<file path="src/rtl/adam_rst_pkg.sv">
// adam_rst_pkg: shared types for the ADAM reset sequencer.
// Holds the sequencer state and reset-cause encodings plus a small sizing helper.
package adam_rst_pkg;

   // Sequencer phases: everything held, staggered release, fully released.
   typedef enum logic [1:0] {
      HOLD    = 2'd0,
      RELEASE = 2'd1,
      RUN     = 2'd2
   } state_t;

   // Last reset cause as presented on the cause output.
   typedef enum logic [1:0] {
      POR = 2'b00,
      BTN = 2'b01,
      SW  = 2'b10,
      WDT = 2'b11
   } cause_t;

   // Larger of two integers, used to size the shared hold/stagger counter.
   function automatic int max_int(input int a, input int b);
      return (a > b) ? a : b;
   endfunction

endpackage

</file>
<file path="src/rtl/adam_debounce.sv">
// adam_debounce: two-flop synchroniser followed by a level debouncer.
// The output is normalised to active-high: db_o = 1 means "button pressed"
// regardless of the board polarity selected by ACTIVE_HIGH.
module adam_debounce #(
   parameter int CYCLES      = 1024,
   parameter int ACTIVE_HIGH = 1
) (
   input  logic clk,
   input  logic rst,
   input  logic btn_i,
   output logic db_o
);

   // Raw pin level that corresponds to "not pressed".
   localparam logic IDLE_LVL = (ACTIVE_HIGH != 0) ? 1'b0 : 1'b1;
   localparam int   DB_W     = $clog2(CYCLES + 1);
   localparam logic [DB_W-1:0] DB_LAST = DB_W'(CYCLES - 1);

   logic [1:0]      sync_q;
   logic            lvl;
   logic [DB_W-1:0] cnt_q, cnt_d;
   logic            db_q, db_d;

   // Synchroniser: the pin is asynchronous, so it passes two flops first.
   always_ff @(posedge clk) begin
      if (rst) begin
         sync_q <= {2{IDLE_LVL}};
      end else begin
         sync_q <= {sync_q[0], btn_i};
      end
   end

   // Synchronised level mapped to pressed = 1.
   assign lvl = (ACTIVE_HIGH != 0) ? sync_q[1] : ~sync_q[1];

   // Debounce: accept a new level only after CYCLES consecutive differing samples.
   always_comb begin
      cnt_d = '0;
      db_d  = db_q;
      if (lvl != db_q) begin
         if (cnt_q == DB_LAST) begin
            db_d  = lvl;
            cnt_d = '0;
         end else begin
            cnt_d = cnt_q + DB_W'(1);
         end
      end
   end

   // Debouncer state registers.
   always_ff @(posedge clk) begin
      if (rst) begin
         cnt_q <= '0;
         db_q  <= 1'b0;
      end else begin
         cnt_q <= cnt_d;
         db_q  <= db_d;
      end
   end

   assign db_o = db_q;

endmodule

</file>
<file path="src/rtl/adam_rst_seq.sv">
// adam_rst_seq: reset sequencer for ADAM FPGA tops.
// Combines power-on, a debounced board button and a software request, then
// releases NO_OUTS reset outputs in index order with a fixed stagger.
// Optional watchdog: define ADAM_RST_SEQ_WDT_EN to add the kick port,
// the WDT_CYCLES parameter and the watchdog reset cause.
module adam_rst_seq
   import adam_rst_pkg::*;
#(
   parameter int NO_OUTS         = 3,
   parameter int HOLD_CYCLES     = 16,
   parameter int STAGGER_CYCLES  = 4,
   parameter int DEBOUNCE_CYCLES = 1024,
   parameter int BTN_ACTIVE_HIGH = 1
`ifdef ADAM_RST_SEQ_WDT_EN
  ,parameter int WDT_CYCLES      = 1 << 24
`endif
) (
   input  logic               clk,
   input  logic               rst,
   input  logic               btn,
   input  logic               sw_req,
`ifdef ADAM_RST_SEQ_WDT_EN
   input  logic               kick,
`endif
   output logic [NO_OUTS-1:0] rst_out,
   output logic               done,
   output logic [1:0]         cause
);

   // One counter is shared by the hold and stagger phases.
   localparam int CNT_W = $clog2(max_int(HOLD_CYCLES, STAGGER_CYCLES) + 1);
   localparam int IDX_W = (NO_OUTS > 1) ? $clog2(NO_OUTS) : 1;
   localparam logic [CNT_W-1:0] HOLD_LAST = CNT_W'(HOLD_CYCLES - 1);
   localparam logic [CNT_W-1:0] STAG_LAST = CNT_W'(STAGGER_CYCLES - 1);
   localparam logic [IDX_W-1:0] IDX_LAST  = IDX_W'(NO_OUTS - 1);

   state_t             state_q, state_d;
   logic [CNT_W-1:0]   cnt_q, cnt_d;
   logic [IDX_W-1:0]   idx_q, idx_d;
   logic [NO_OUTS-1:0] rst_out_q, rst_out_d;
   logic               done_q, done_d;
   cause_t             cause_q, cause_d;
   logic               db_prev_q;

   logic               btn_db;
   logic               btn_rise;
   logic               wdt_expire;
   logic               evt;
   logic               rel_fire;
   logic [IDX_W-1:0]   rel_idx;
   logic [NO_OUTS-1:0] clr_vec;

   adam_debounce #(
      .CYCLES      (DEBOUNCE_CYCLES),
      .ACTIVE_HIGH (BTN_ACTIVE_HIGH)
   ) u_debounce (
      .clk   (clk),
      .rst   (rst),
      .btn_i (btn),
      .db_o  (btn_db)
   );

   // Only a new press restarts the sequence; holding the button merely stalls HOLD.
   assign btn_rise = btn_db & ~db_prev_q;

`ifdef ADAM_RST_SEQ_WDT_EN
   localparam int WDT_W = $clog2(WDT_CYCLES + 1);
   localparam logic [WDT_W-1:0] WDT_LAST = WDT_W'(WDT_CYCLES - 1);

   logic [WDT_W-1:0] wdt_q, wdt_d;

   // Expiry fires on the edge where the count would reach WDT_CYCLES, unless kicked.
   assign wdt_expire = (state_q == RUN) && !kick && (wdt_q == WDT_LAST);

   // Watchdog counts only while fully released; kicks and any restart clear it.
   always_comb begin
      if ((state_q != RUN) || kick || evt) begin
         wdt_d = '0;
      end else begin
         wdt_d = wdt_q + WDT_W'(1);
      end
   end

   // Watchdog counter register.
   always_ff @(posedge clk) begin
      if (rst) begin
         wdt_q <= '0;
      end else begin
         wdt_q <= wdt_d;
      end
   end
`else
   assign wdt_expire = 1'b0;
`endif

   assign evt = btn_rise | sw_req | wdt_expire;

   // Sequencer next state: restarts on any event, otherwise hold then stagger out.
   always_comb begin
      state_d  = state_q;
      cnt_d    = cnt_q;
      idx_d    = idx_q;
      done_d   = done_q;
      cause_d  = cause_q;
      rel_fire = 1'b0;
      rel_idx  = idx_q;
      if (evt) begin
         state_d = HOLD;
         cnt_d   = '0;
         idx_d   = '0;
         done_d  = 1'b0;
         // Button wins over software, software over watchdog.
         if (btn_rise) begin
            cause_d = BTN;
         end else if (sw_req) begin
            cause_d = SW;
         end else begin
            cause_d = WDT;
         end
      end else begin
         case (state_q)
            HOLD: begin
               if (btn_db) begin
                  // Timing restarts from the edge the debounced button clears.
                  cnt_d = '0;
               end else if (cnt_q == HOLD_LAST) begin
                  rel_fire = 1'b1;
                  rel_idx  = '0;
                  cnt_d    = '0;
                  if (NO_OUTS == 1) begin
                     state_d = RUN;
                     done_d  = 1'b1;
                  end else begin
                     state_d = RELEASE;
                     idx_d   = IDX_W'(1);
                  end
               end else begin
                  cnt_d = cnt_q + CNT_W'(1);
               end
            end
            RELEASE: begin
               if (cnt_q == STAG_LAST) begin
                  rel_fire = 1'b1;
                  rel_idx  = idx_q;
                  cnt_d    = '0;
                  if (idx_q == IDX_LAST) begin
                     state_d = RUN;
                     done_d  = 1'b1;
                  end else begin
                     idx_d = idx_q + IDX_W'(1);
                  end
               end else begin
                  cnt_d = cnt_q + CNT_W'(1);
               end
            end
            RUN: begin
               cnt_d = '0;
            end
            default: begin
               state_d = HOLD;
               cnt_d   = '0;
               idx_d   = '0;
               done_d  = 1'b0;
            end
         endcase
      end
   end

   // Per-output release strobe: one bit clears when its index is released.
   genvar gi;
   generate
      for (gi = 0; gi < NO_OUTS; gi++) begin : g_clr
         assign clr_vec[gi] = rel_fire && (rel_idx == IDX_W'(gi));
      end
   endgenerate

   // Already-released outputs reassert at once on any restart.
   assign rst_out_d = evt ? {NO_OUTS{1'b1}} : (rst_out_q & ~clr_vec);

   // Sequencer registers; cause is only cleared by power-on reset.
   always_ff @(posedge clk) begin
      if (rst) begin
         state_q   <= HOLD;
         cnt_q     <= '0;
         idx_q     <= '0;
         rst_out_q <= {NO_OUTS{1'b1}};
         done_q    <= 1'b0;
         cause_q   <= POR;
         db_prev_q <= 1'b0;
      end else begin
         state_q   <= state_d;
         cnt_q     <= cnt_d;
         idx_q     <= idx_d;
         rst_out_q <= rst_out_d;
         done_q    <= done_d;
         cause_q   <= cause_d;
         db_prev_q <= btn_db;
      end
   end

   assign rst_out = rst_out_q;
   assign done    = done_q;
   assign cause   = cause_q;

endmodule

</file>
<file path="config.mk">
export PLATFORM = sky130hd
export DESIGN_NAME = adam_rst_seq
export DESIGN_NICKNAME = d
export VERILOG_FILES = /design/src/rtl/adam_rst_pkg.sv /design/src/rtl/adam_debounce.sv /design/src/rtl/adam_rst_seq.sv
export SDC_FILE = /design/constraint.sdc
export NUM_CORES = 1
export LEC_CHECK = 0
export BUFFER_PORTS_ARGS = -buffer_cell sky130_fd_sc_hd__buf_2
export CAP_MARGIN = 20
export CORE_MARGIN = 1.5
export CORE_UTILIZATION = 57
export CTS_CLUSTER_SIZE = 16
export DETAILED_ROUTE_END_ITERATION = 16
export PLACE_DENSITY = 0.76
export SLEW_MARGIN = 20
export SYNTH_ARGS = -nofsm -noshare
export SYNTH_HDL_FRONTEND = slang
export SYNTH_HIERARCHICAL = 1
export SYNTH_SLANG_ARGS = --single-unit
</file>
<file path="constraint.sdc">
create_clock -name clk -period 2.2 [get_ports clk]
set_input_delay 0.33 -clock clk [delete_from_list [all_inputs] [get_ports clk]]
set_output_delay 0.33 -clock clk [all_outputs]
set_load 0.05 [all_outputs]
</file>
==> qor.csv <==
stage,metric,value,unit
status,status,completed,
power_and_ir_drop,ir_drop,0.588,mV
setup_path,end_kind,flip-flop,
drt,vias,1131,
synth,syn_nets,156,
clock_network,cts_tree,built,
global_route,grt_first_pass_wirelength,4570,um
clock_network,cts_resized,0,
setup_path,critPathKind,reg2reg,
clock_network,cts_buffers,5,
min_path,holdPathStages,2,
finish,fillers,191,
die,die_area,0.00268,mm2
min_path,hold_path_end,u_debounce/sync_q[0],
place,io_buffers,9,
power_and_ir_drop,p_clk_share,43.4,%
power_and_ir_drop,leakagePower,0.000507,uW
synth,syn_inst,146,
setup_path,critPathRequiredTime,2.43,ns
finish,final_cell_area,0.00152,mm2
die,num_io_pins,10,
synth,yosysTopAreaCell,dfxtp_1,
synth,yosysTopAreaCellShare,44.2,%
timing,fin_crit,1.94,ns
timing,slew_viol_final,0,
synth,synthTopCellsByArea,"dfxtp_1 (44%), ha_1 (5.5%), nor3_1 (3.3%), a21oi_1 (2.9%), nor2_1 (2.5%)",
setup_path,crit_fanout,4,
finish,syn_to_final_growth,11.6,%
place,dp_hpwl,1900,um
min_path,min_from,btn,
clock_network,htreeDepth,2,
timing,finalHoldViolCount,0,
global_route,grt_max_degree,12,
drt,detail_route.wl_per_cell,13.8,um
drt,drc_errors,0,
synth,synth-edff-count,0,
clock_network,hold_buffers,0,
drt,viasPerCell,5.98,
synth,syn_avg_cell_area,9.30,um2
power_and_ir_drop,p_int,797,uW
timing,worst_pin_slew,0.625,ns
synth,synth_ff_type,dfxtp_1,
drt,ant_nets,0,
die,dieHeight,51.8,um
clock_network,root_buffer,clkbuf_4,
clock_network,clk_latency,0.34,ns
synth,yosys_warnings,6,
setup_path,worst-endpoint-arrival,2.17,ns
drt,firstDrtPassIters,4,
synth,syn_area,0.00136,mm2
setup_path,startpoint_type,flip-flop,
global_route,grt_pass1_vias,1060,
clock_network,cts_post_setup_buffers_inserted,0,
synth,yosysMostFrequentCell,dfxtp_1,
drt,drt-total-wl,2600,um
timing,fmax,0.515,GHz
timing,fin_skew,0.00928,ns
die,initial_utilization,60.8,%
die,die_w,51.8,um
drt,drtIter0Drc,30,
clock_network,path_clk_slew,0.11,ns
clock_network,clockBufferDepth,2,
timing,setup_violations,0,
timing,post-route-period-util,88.2,%
die,rows,17,
place,place_area,0.00144,mm2
timing,whs,0.207,ns
finish,final_cells,189,
place,place_inst,181,
clock_network,cts_sinks,30,
finish,layout.nets,170,
die,core-area,0.00223,mm2
synth,synth_cell_type_count,40,
global_route,grt.total_usage,23.7,%
synth,async_reset_ff_share,0,%
setup_path,r2r-end,rst_out[1],
power_and_ir_drop,seqPwrFrac,53.9,%
min_path,min_path_type,in2reg,
finish,drive_gt1_share,16.1,%
timing,max_slew_margin,58.0,%
finish,antenna-diode-count,0,
power_and_ir_drop,p_sw_share,22.0,%
power_and_ir_drop,cellPowerDensity,675,mW/mm2
power_and_ir_drop,comb_power_share,2.8,%
synth,synth_common_cells,"dfxtp_1 (30), nor2_1 (9), nor3_1 (9)",
power_and_ir_drop,power.total,1020,uW
timing,setup_tns,0,ns
synth,ys_ff_latch,30,
global_route,grt_overflow,0,
job,drv_cap,0,
global_route,antenna_found_initial,0,
power_and_ir_drop,p_sw,225,uW
setup_path,reg2regPathDepth,7,
timing,grt_setup_unrepaired,no,
place,place_congestion,0.891,
setup_path,reg2reg_slack,0.26,ns
setup_path,r2r-start,cnt_q[0],
synth,ys_seq_area_share,44.2,%
-- worst max-delay path, stage by stage, from the launching register on --
cell and delay [ns]:
dfxtp_1 0.36, ha_1 0.21, and3_2 0.22, ha_1 0.18
nor4b_1 0.32, a21oi_1 0.13, o41ai_1 0.33, nand2_1 0.08
-- registers in the layout, indices dropped and copies added (netlist names) --
signal,cells
u_debounce/cnt_q,11
cnt_q,5
rst_out,3
cause,2
idx_q,2
state_q,2
u_debounce/sync_q,2
db_prev_q,1
done,1
u_debounce/db_o,1
-- placed cells by master (no fill, tap or decap), types with 2 or more instances in the layout --
master and count:
ha_1 6, xor2_1 3, nand4_1 2, inv_1 8
nor2b_1 5, a31oi_1 2, nand3_1 6, buf_4 2
dfxtp_1 30, nor2_1 9, nor3b_1 4, o41ai_1 2
nand2_1 8, buf_2 9, o21ai_0 4, or4_1 3
o31ai_1 2, a211oi_1 3, clkbuf_4 5, nor3_1 9
xnor2_1 3, a21oi_1 8, or3_1 5, nand2b_1 4
-- cell families (layout without fill, tap and decap cells) --
group | Yosys count | after routing | share of synthesized area, %
compound gates | 28 | 28 | 14.0
mux | 1 | 1 | 0.737
buf+inv | 12 | 27 | 3.41
xor+xnor | 6 | 6 | 3.87
fa+ha+maj | 6 | 6 | 5.53
flops | 30 | 30 | 44.2
simple gates | 63 | 63 | 28.2
-- metal layers --
| metal | share of wire (%) | global-route usage [%] |
|---|---|---|
| met5 | 0 | 0 |
| met4 | 2.4 | 12.3 |
| met3 | 5.0 | 8.91 |
| met2 | 45 | 37.8 |
| met1 | 47 | 27.6 |
-- how the worst max path moves through the flow --
stage                   from    endpoint  cells past startpoint
floorplan           cnt_q[0]  rst_out[2]                      7
global placement    cnt_q[0]  rst_out[2]                      7
detailed placement  cnt_q[0]  rst_out[2]                      7
CTS                 cnt_q[0]  rst_out[2]                      7
global route        cnt_q[0]  rst_out[1]                      7
finish              cnt_q[0]  rst_out[1]                      7
-- final cells by class --
cell class	instances	area, um2	area share [%]
clock buffer	6	41.3	2.73
clock inverter	2	37.5	2.48
inverter	8	30.0	1.98
multi-input combinational	104	711	46.9
sequential	30	601	39.6
tap	28	35.0	2.31
timing repair buffer	11	60.1	3.96
-- per-stage QoR --
stage / utilization, % / worst slack [ns]
2_1_floorplan: - / 0.323
3_3_place_gp: 64.3 / 0.326
3_5_place_dp: 64.3 / 0.260
4_1_cts: 67.8 / 0.239
5_1_grt: 67.8 / 0.00368
6_report: 67.8 / 0.259
-- power groups by stage --
| stage | logic [uW] | clock network, uW | registers [uW] |
|---|---|---|---|
| after CTS | 28.4 | 453 | 551 |
| after global routing | 31.2 | 473 | 552 |
| after floorplan | 13.6 | 0 | 568 |
| after global placement | 27.0 | 0 | 563 |
| final | 28.1 | 444 | 551 |
| after detailed placement | 28.3 | 0 | 564 |
Power figures use the tool's default switching activity.
